--- src/rtl/antitheft_core.sv ---
// antitheft_core: car anti-theft controller core.
// Arming/alarm state machine, a four-entry programmable time-parameter bank,
// a half-second / one-second prescaler and a seconds countdown timer.
// Optional build macro ANTITHEFT_FUEL_PUMP_EN adds the brake / hidden_sw
// inputs and the fuel_pump output (hidden fuel-pump enable).
module antitheft_core #(
    parameter int HALF_SEC_TICKS = 25000000
) (
    input  logic       clock,
    input  logic       reset,
    input  logic       ignition,
    input  logic       door_driver,
    input  logic       door_pass,
    input  logic       reprogram,
    input  logic [1:0] time_param_sel,
    input  logic [3:0] time_value,
`ifdef ANTITHEFT_FUEL_PUMP_EN
    input  logic       brake,
    input  logic       hidden_sw,
    output logic       fuel_pump,
`endif
    output logic       status,
    output logic       eneble_siren,
    output logic [1:0] interval,
    output logic       start_timer,
    output logic       expired,
    output logic       one_hz_enable,
    output logic       two_hz_enable,
    output logic [3:0] counter,
    output logic [2:0] estado
);

    // State codes as seen on estado
    localparam logic [2:0] ST_ARMED       = 3'd0;
    localparam logic [2:0] ST_TRIGGERED   = 3'd1;
    localparam logic [2:0] ST_ALARM       = 3'd2;
    localparam logic [2:0] ST_ALARM_HOLD  = 3'd3;
    localparam logic [2:0] ST_DISARMED    = 3'd4;
    localparam logic [2:0] ST_WAIT_DRIVER = 3'd5;
    localparam logic [2:0] ST_WAIT_CLOSE  = 3'd6;
    localparam logic [2:0] ST_ARM_DELAY   = 3'd7;

    // Parameter indices
    localparam logic [1:0] P_ARM_DELAY    = 2'b00;
    localparam logic [1:0] P_DRIVER_DELAY = 2'b01;
    localparam logic [1:0] P_PASS_DELAY   = 2'b10;
    localparam logic [1:0] P_ALARM_ON     = 2'b11;

    // Prescaler width covers 0..HALF_SEC_TICKS-1 even for tiny bench values
    localparam int               CNT_W     = $clog2(HALF_SEC_TICKS + 1);
    localparam logic [CNT_W-1:0] CNT_LAST  = CNT_W'(HALF_SEC_TICKS - 1);
    localparam logic [CNT_W-1:0] CNT_ONE   = CNT_W'(1);

    // ------------------------------------------------------------------
    // Time-parameter bank
    // ------------------------------------------------------------------
    logic [3:0] param_reg [4];
    logic [3:0] value;

    generate
        for (genvar gi = 0; gi < 4; gi++) begin : g_param
            localparam logic [3:0] INIT_VALUE = (gi == 0) ? 4'd6  :
                                                (gi == 1) ? 4'd8  :
                                                (gi == 2) ? 4'd15 : 4'd10;
            // Each entry resets to its factory delay and takes reprogram writes
            always_ff @(posedge clock) begin
                if (reset) begin
                    param_reg[gi] <= INIT_VALUE;
                end else if (reprogram && (time_param_sel == 2'(gi))) begin
                    param_reg[gi] <= time_value;
                end
            end
        end
    endgenerate

    logic [1:0] interval_reg;
    logic [1:0] interval_next;
    logic       start_timer_reg;
    logic       start_timer_next;

    assign value = param_reg[interval_reg];

    // ------------------------------------------------------------------
    // Prescaler: half-second and one-second strobes
    // ------------------------------------------------------------------
    logic [CNT_W-1:0] presc_count_reg;
    logic             half_phase_reg;
    logic             two_hz_reg;
    logic             one_hz_reg;

    // Free-running tick counter; a timer start realigns it so the first
    // second of a countdown is always a full second long
    always_ff @(posedge clock) begin
        if (reset || start_timer_reg) begin
            presc_count_reg <= '0;
            half_phase_reg  <= 1'b0;
            two_hz_reg      <= 1'b0;
            one_hz_reg      <= 1'b0;
        end else if (presc_count_reg == CNT_LAST) begin
            presc_count_reg <= '0;
            half_phase_reg  <= ~half_phase_reg;
            two_hz_reg      <= 1'b1;
            one_hz_reg      <= half_phase_reg;
        end else begin
            presc_count_reg <= presc_count_reg + CNT_ONE;
            two_hz_reg      <= 1'b0;
            one_hz_reg      <= 1'b0;
        end
    end

    // ------------------------------------------------------------------
    // Seconds countdown timer
    // ------------------------------------------------------------------
    logic [3:0] counter_reg;
    logic       running_reg;
    logic       expired_reg;

    // Load on start, count down once per second, pulse expired on reaching 0
    always_ff @(posedge clock) begin
        if (reset) begin
            counter_reg <= 4'd0;
            running_reg <= 1'b0;
            expired_reg <= 1'b0;
        end else if (start_timer_reg) begin
            counter_reg <= value;
            running_reg <= (value != 4'd0);
            expired_reg <= (value == 4'd0);
        end else if (running_reg && one_hz_reg) begin
            counter_reg <= counter_reg - 4'd1;
            if (counter_reg == 4'd1) begin
                expired_reg <= 1'b1;
                running_reg <= 1'b0;
            end else begin
                expired_reg <= 1'b0;
            end
        end else begin
            expired_reg <= 1'b0;
        end
    end

    // ------------------------------------------------------------------
    // Arming / alarm state machine
    // ------------------------------------------------------------------
    logic [2:0] state_reg;
    logic [2:0] state_next;
    logic       status_reg;
    logic       status_next;
    logic       siren_reg;
    logic       siren_next;
    logic       any_door;
    logic       expired_ok;

    assign any_door   = door_driver | door_pass;
    // An expiry left over from a previous countdown is not acted on in the
    // cycle the new countdown is being loaded
    assign expired_ok = expired_reg & ~start_timer_reg;

    // Next-state, timer-interval and start-strobe decisions
    always_comb begin
        state_next       = state_reg;
        interval_next    = interval_reg;
        start_timer_next = 1'b0;
        case (state_reg)
            ST_ARMED: begin
                if (door_driver) begin
                    state_next       = ST_TRIGGERED;
                    interval_next    = P_DRIVER_DELAY;
                    start_timer_next = 1'b1;
                end else if (door_pass) begin
                    state_next       = ST_TRIGGERED;
                    interval_next    = P_PASS_DELAY;
                    start_timer_next = 1'b1;
                end
            end
            ST_TRIGGERED: begin
                if (ignition) begin
                    state_next = ST_DISARMED;
                end else if (expired_ok) begin
                    state_next = ST_ALARM;
                end
            end
            ST_ALARM: begin
                if (!any_door) begin
                    state_next       = ST_ALARM_HOLD;
                    interval_next    = P_ALARM_ON;
                    start_timer_next = 1'b1;
                end
            end
            ST_ALARM_HOLD: begin
                if (any_door) begin
                    state_next = ST_ALARM;
                end else if (expired_ok) begin
                    state_next = ST_ARMED;
                end
            end
            ST_DISARMED: begin
                if (!ignition) begin
                    state_next = ST_WAIT_DRIVER;
                end
            end
            ST_WAIT_DRIVER: begin
                if (ignition) begin
                    state_next = ST_DISARMED;
                end else if (door_driver) begin
                    state_next = ST_WAIT_CLOSE;
                end
            end
            ST_WAIT_CLOSE: begin
                if (ignition) begin
                    state_next = ST_DISARMED;
                end else if (!any_door) begin
                    state_next       = ST_ARM_DELAY;
                    interval_next    = P_ARM_DELAY;
                    start_timer_next = 1'b1;
                end
            end
            default: begin // ST_ARM_DELAY
                if (ignition) begin
                    state_next = ST_DISARMED;
                end else if (any_door) begin
                    state_next = ST_WAIT_CLOSE;
                end else if (expired_ok) begin
                    state_next = ST_ARMED;
                end
            end
        endcase
    end

    // LED and siren follow the state being entered so they line up with estado;
    // the LED blinks at 1 Hz while armed, starting dark on entry
    always_comb begin
        status_next = 1'b0;
        siren_next  = 1'b0;
        if (state_next == ST_ARMED) begin
            if (state_reg == ST_ARMED) begin
                status_next = status_reg ^ one_hz_reg;
            end
        end else begin
            status_next = (state_next == ST_TRIGGERED) ||
                          (state_next == ST_ALARM)     ||
                          (state_next == ST_ALARM_HOLD);
            siren_next  = (state_next == ST_ALARM) ||
                          (state_next == ST_ALARM_HOLD);
        end
    end

    // State registers; reprogram re-arms the system just like reset
    always_ff @(posedge clock) begin
        if (reset || reprogram) begin
            state_reg       <= ST_ARMED;
            interval_reg    <= P_ARM_DELAY;
            start_timer_reg <= 1'b0;
            status_reg      <= 1'b0;
            siren_reg       <= 1'b0;
        end else begin
            state_reg       <= state_next;
            interval_reg    <= interval_next;
            start_timer_reg <= start_timer_next;
            status_reg      <= status_next;
            siren_reg       <= siren_next;
        end
    end

`ifdef ANTITHEFT_FUEL_PUMP_EN
    // ------------------------------------------------------------------
    // Hidden fuel-pump enable
    // ------------------------------------------------------------------
    logic fuel_pump_reg;

    // Pump enabled by ignition+brake+hidden switch, dropped when ignition goes off
    always_ff @(posedge clock) begin
        if (reset || !ignition) begin
            fuel_pump_reg <= 1'b0;
        end else if (brake && hidden_sw) begin
            fuel_pump_reg <= 1'b1;
        end
    end

    assign fuel_pump = fuel_pump_reg;
`endif

    assign status        = status_reg;
    assign eneble_siren  = siren_reg;
    assign interval      = interval_reg;
    assign start_timer   = start_timer_reg;
    assign expired       = expired_reg;
    assign one_hz_enable = one_hz_reg;
    assign two_hz_enable = two_hz_reg;
    assign counter       = counter_reg;
    assign estado        = state_reg;

endmodule

--- config.mk ---
export PLATFORM = sky130hd
export DESIGN_NAME = antitheft_core
export DESIGN_NICKNAME = d
export VERILOG_FILES = /design/src/rtl/antitheft_core.sv
export SDC_FILE = /design/constraint.sdc
export NUM_CORES = 1
export LEC_CHECK = 0
export ABC_AREA = 1
export BUFFER_PORTS_ARGS = -buffer_cell sky130_fd_sc_hd__buf_4
export CORE_ASPECT_RATIO = 2
export CORE_UTILIZATION = 50
export CTS_BUF_LIST = sky130_fd_sc_hd__clkbuf_8
export CTS_CLUSTER_DIAMETER = 40
export DETAILED_ROUTE_END_ITERATION = 8
export PLACE_DENSITY = 0.69
export SLEW_MARGIN = 10
export SYNTH_ARGS = -nofsm -noshare
export SYNTH_HDL_FRONTEND = slang
export SYNTH_SLANG_ARGS = --single-unit
--- constraint.sdc ---
create_clock -name clock -period 4.1 [get_ports clock]
set_clock_uncertainty 0.05 [all_clocks]
set_input_delay 0.41 -clock clock [delete_from_list [all_inputs] [get_ports clock]]
set_output_delay 0.41 -clock clock [all_outputs]
set_load 0.01 [all_outputs]
# == Word-level counts from Yosys, hierarchy flattened ==
# Memory sizes are Yosys's and may differ from the RTL's. A register that Yosys moved wholly into a read port is not among the register bits.
# Cells that the tools add are included.
# totals
mem_count,1
reg_bits,42
elab_cells,123
romBits,0
ram_bits,16
output_inout_bits,15
latch_bits,0
# classes
reduce_logical,23
div_mod_pow,0
mul,0
shifts,0
n_mux,57
n_eq_ne,18
n_lt_le_gt_ge,0
n_bitwise,10
add_sub_neg,2
# memory_table
name,words,width,rd,rd_ports_with_merged_regs,wr,line,source
param_reg,4,4,1,1,4,57,logic [3:0] param_reg [4];
# op_table
cell,count
2-to-1 mux 3 bit,14
2-to-1 mux 1 bit,27
"adder 25 x 1 -> 25 bit, second input constant",1
"== test 25 bit, second input constant",1
2-to-1 mux 4 bit,6
one-hot mux 3 bit (7 select lines),1
2-to-1 mux 2 bit,7
"== test 3 x 2 -> 1 bit, second input constant",4
"== test 3 bit, second input constant",3
"== test 3 x 1 -> 1 bit, second input constant",2
logical NOT 3 bit,2
"inequality test 2 bit, second input constant",3
one-hot mux 2 bit (3 select lines),1
OR reduction 2 bit,3
logical AND 1 bit,5
logical OR 1 bit,5
bitwise OR 1 bit,5
AND reduction 5 bit,1
"== test 2 bit, second input constant",2
"== test 4 x 1 -> 1 bit, second input constant",1
logical NOT 4 bit,1
nonzero test 2 bit,2
nonzero test 4 bit,1
"subtractor 4 x 1 -> 4 bit, second input constant",1
9 further kinds,11

# == Logic depth before layout (Yosys ltp) ==
# logic_depth
depth_word,10
mapped_depth,10

# == Worst setup path after synthesis ==
# No wires, ideal clock.
# synth_timing
path_kind,flip-flop to flip-flop
startpoint,register presc_count_reg[0]
endpoint,register presc_count_reg[11]
arrival_time_ps,1422
period_less_slack_ps,1586
stages_incl_launch_ff,10
path_slack_ps,2514
required_ps,3935
setup_ps,115
cell_sequence,dfxtp_1 ha_1 inv_1 nor2_4 nand2_1 nor2_2 nand2_2 nand2_4 buf_8 nor2_1
# synth_between
elab_chain_cells,2
word_cells_on_any_way,3
classes_between,add/sub: 1; eq/ne: 1; reduce/logical: 1
# synth_rtl
item,line,source
"start, declared",86,logic [CNT_W-1:0] presc_count_reg;
"start signal, assigned",105,presc_count_reg <= presc_count_reg + CNT_ONE;
"parallel branches: the longest is 2 deep, another holds adder 25 x 1 -> 25 bit",-,
# Several ways; the timed one is not identified.
# A chain may end at the register's enable or synchronous reset.

# == Worst setup path after layout ==
# layout_timing
startpoint,register presc_count_reg[0]
endpoint,register presc_count_reg[15]
# The elaborated chain is that of the path after synthesis.

==> metrics.txt <==
vias per std cell 5.16; FF+latch area 1360 sq um; max_cap viols 0; Syn Std Cell Area 3010 sq um; RR Endpoint presc_count_reg[15]; Clk Latency, worst-skew pair 0.35 ns; H-tree Lvls 3; Setup-failing EPs final 0; clk root buf clkbuf_8; chip height 112 um; Gate Count Post-Synth 424; Cell Rows 39; detailed router's first-iteration violation count 138; CP cell instances ha_1 > inv_1 > nor2_4 > nand2_1 > nor2_2 > nand2_2 > nand2_4 > nor2_1; Post-CTS Hold Fix Bufs 0; Crit. End Element register; total power draw 1.39 mW; arrival time at the worst endpoint 1.96 ns; grt ovf 0; Seq cells post-synth 60; DRC violations left 2; Mapped Avg Cell Area 7.10 sq um; async set-reset flop share out of synthesis 0; HP Class in -> reg; Slowest-stage cell, CP dfxtp_1; DP Area 3240 sq um; PD cells 398 nW/um^2; Slew Viols, Final 0; Tot GR Track Use 0.240; non-filler cells, final 522; overall die width 56.9 um; Post-synth EDFFs 16; unrepaired setup endpoints after global routing false; Initial Utilization 0.523; post-synthesis sequential area ratio 0.452; Unique masters post-synth 29; share of post-route cells with drive strength above 1 0.111; HP Start reset; max reg flops 25; core area 5760 sq um; Hold EP counter[1]; Worst EP required 4.28 ns; hold_ws 0.280 ns; worst r2r path cells 8; fillcell total 550; global-route wire length before repair 11.3 mm; critical path class reg -> reg; violated checks design-rule violations; largest net degree at the start of global routing 26; Final #Nets 471; CTS tree yes; ys flop type dfxtp_1; CTS Buffer Depth 2; area grow syn2layout 15.6%; fin crit share 0.435; Resized Gates After CTS 0; slowest stage delay, CP 0.40 ns; antenna violations before repair 0; FMAX 561 MHz; Reg-to-Reg Start presc_count_reg[0]; finished layout cell area 3480 sq um; worst hold stages 2; Post-CTS Setup Inserts 0; Clk pin slew, worst setup/hold paths 0.07 ns; Worst setup SP type register; number of global-route vias before repair 2637; Final Hold Viols 0; n_diodes 0; clk sink count 60; Pre-antenna DRT Iters 6; status complete, but fails checks; post-route minimum period 1.78 ns; multi-input logic area 1430 sq um; Worst slew margin 0.570; Num CTS Buffers 9; GPL Wtd Cong 0.854; # IOs 27; Leak 1.36 nW; PortBufs 26; worst-path fanout max 25; Peak VDD IR 0.000293 V; drt total wl 6.95 mm; Warnings, synthesis 0; Total Die Area 6350 sq um; Placed Cells 506; Via Count 2694; DPL Wire Length 5.44 mm; syn_nets 439; DR WL/cell 13.3 um; setup tns final 0 ns; flop-to-flop setup slack 2.32 ns; final worst slack 2.32 ns; final core utilization 0.604; worst-margin pin slew 0.639 ns; Final ANT Viol Nets 0; pre-CTS setup slack 2.30 ns
## layout by cell type, fill, tap and decap left out, types with 2 or more instances in the layout
cell	count
xnor2_1	7
bufinv_16	3
o21ai_0	10
clkbuf_8	10
edfxtp_1	16
inv_1	47
nor2_1	79
nor4_1	2
nand3b_1	5
dfxtp_1	44
clkinv_2	2
ha_1	3
nand2_1	133
nand4_1	3
nand3_1	23
a21oi_1	20
nor2_4	2
buf_4	26
xor2_1	5
or2_2	2
nor3_1	7
nand2_2	2
o31ai_1	3
## synthesized netlist by cell type (3+ instances only)
cell | count | share of area
nand2_1 | 133 | 0.17
nor2_1 | 79 | 0.099
inv_1 | 46 | 0.057
dfxtp_1 | 44 | 0.29
nand3_1 | 23 | 0.038
a21oi_1 | 20 | 0.033
edfxtp_1 | 16 | 0.16
o21ai_0 | 10 | 0.017
nor3_1 | 7 | 0.012
xnor2_1 | 7 | 0.020
nand3b_1 | 5 | 0.012
xor2_1 | 5 | 0.015
ha_1 | 3 | 0.012
nand4_1 | 3 | 0.0062
o31ai_1 | 3 | 0.0075
## kinds of logic after synthesis
logic type	Yosys count	synth area share
AND/OR/NAND/NOR	263	0.366
flip-flops	60	0.452
buffers and inverters	51	0.0715
AO/OA/AOI/OAI	35	0.0624
XOR/XNOR	12	0.0349
adder cells (fa/ha/maj)	3	0.0125
## layer usage
layer | vias up | share of wire | GRT usage
met4 | 0 | 0.049 | 0.171
li1 | 1403 | - | -
met5 | - | 0 | 0
met3 | 21 | 0.035 | 0.0604
met1 | 1209 | 0.34 | 0.201
met2 | 61 | 0.57 | 0.461
## critical path, delay by kind of cell (launching register included)
family        cells  cell delay [ns]
buf+inv           1             0.10
flops             1             0.40
fa+ha+maj         1             0.27
simple gates      6             0.83
## worst max path at each step
stage                                  start                   to  depth (start not counted)
after floorplan           presc_count_reg[0]  presc_count_reg[11]                          9
after global placement    presc_count_reg[0]  presc_count_reg[15]                          8
after detailed placement  presc_count_reg[0]  presc_count_reg[16]                          8
after CTS                 presc_count_reg[0]  presc_count_reg[15]                          8
after global routing      presc_count_reg[0]  presc_count_reg[16]                          8
final                     presc_count_reg[0]  presc_count_reg[15]                          8
## layout make-up
class | count | area share
Sequential cell | 60 | 0.391
Tap cell | 61 | 0.0219
Clock buffer | 10 | 0.0396
Timing Repair Buffer | 26 | 0.0561
Clock inverter | 6 | 0.0298
Multi-Input combinational cell | 313 | 0.412
Inverter | 46 | 0.0496
## report_power, final
part           total (mW)  internal, mW  switching, mW
clock               0.642         0.416          0.227
combinational      0.0967        0.0362         0.0604
sequential          0.646         0.630         0.0159
total                1.39          1.08          0.303
(Power assumes the default switching activity.)
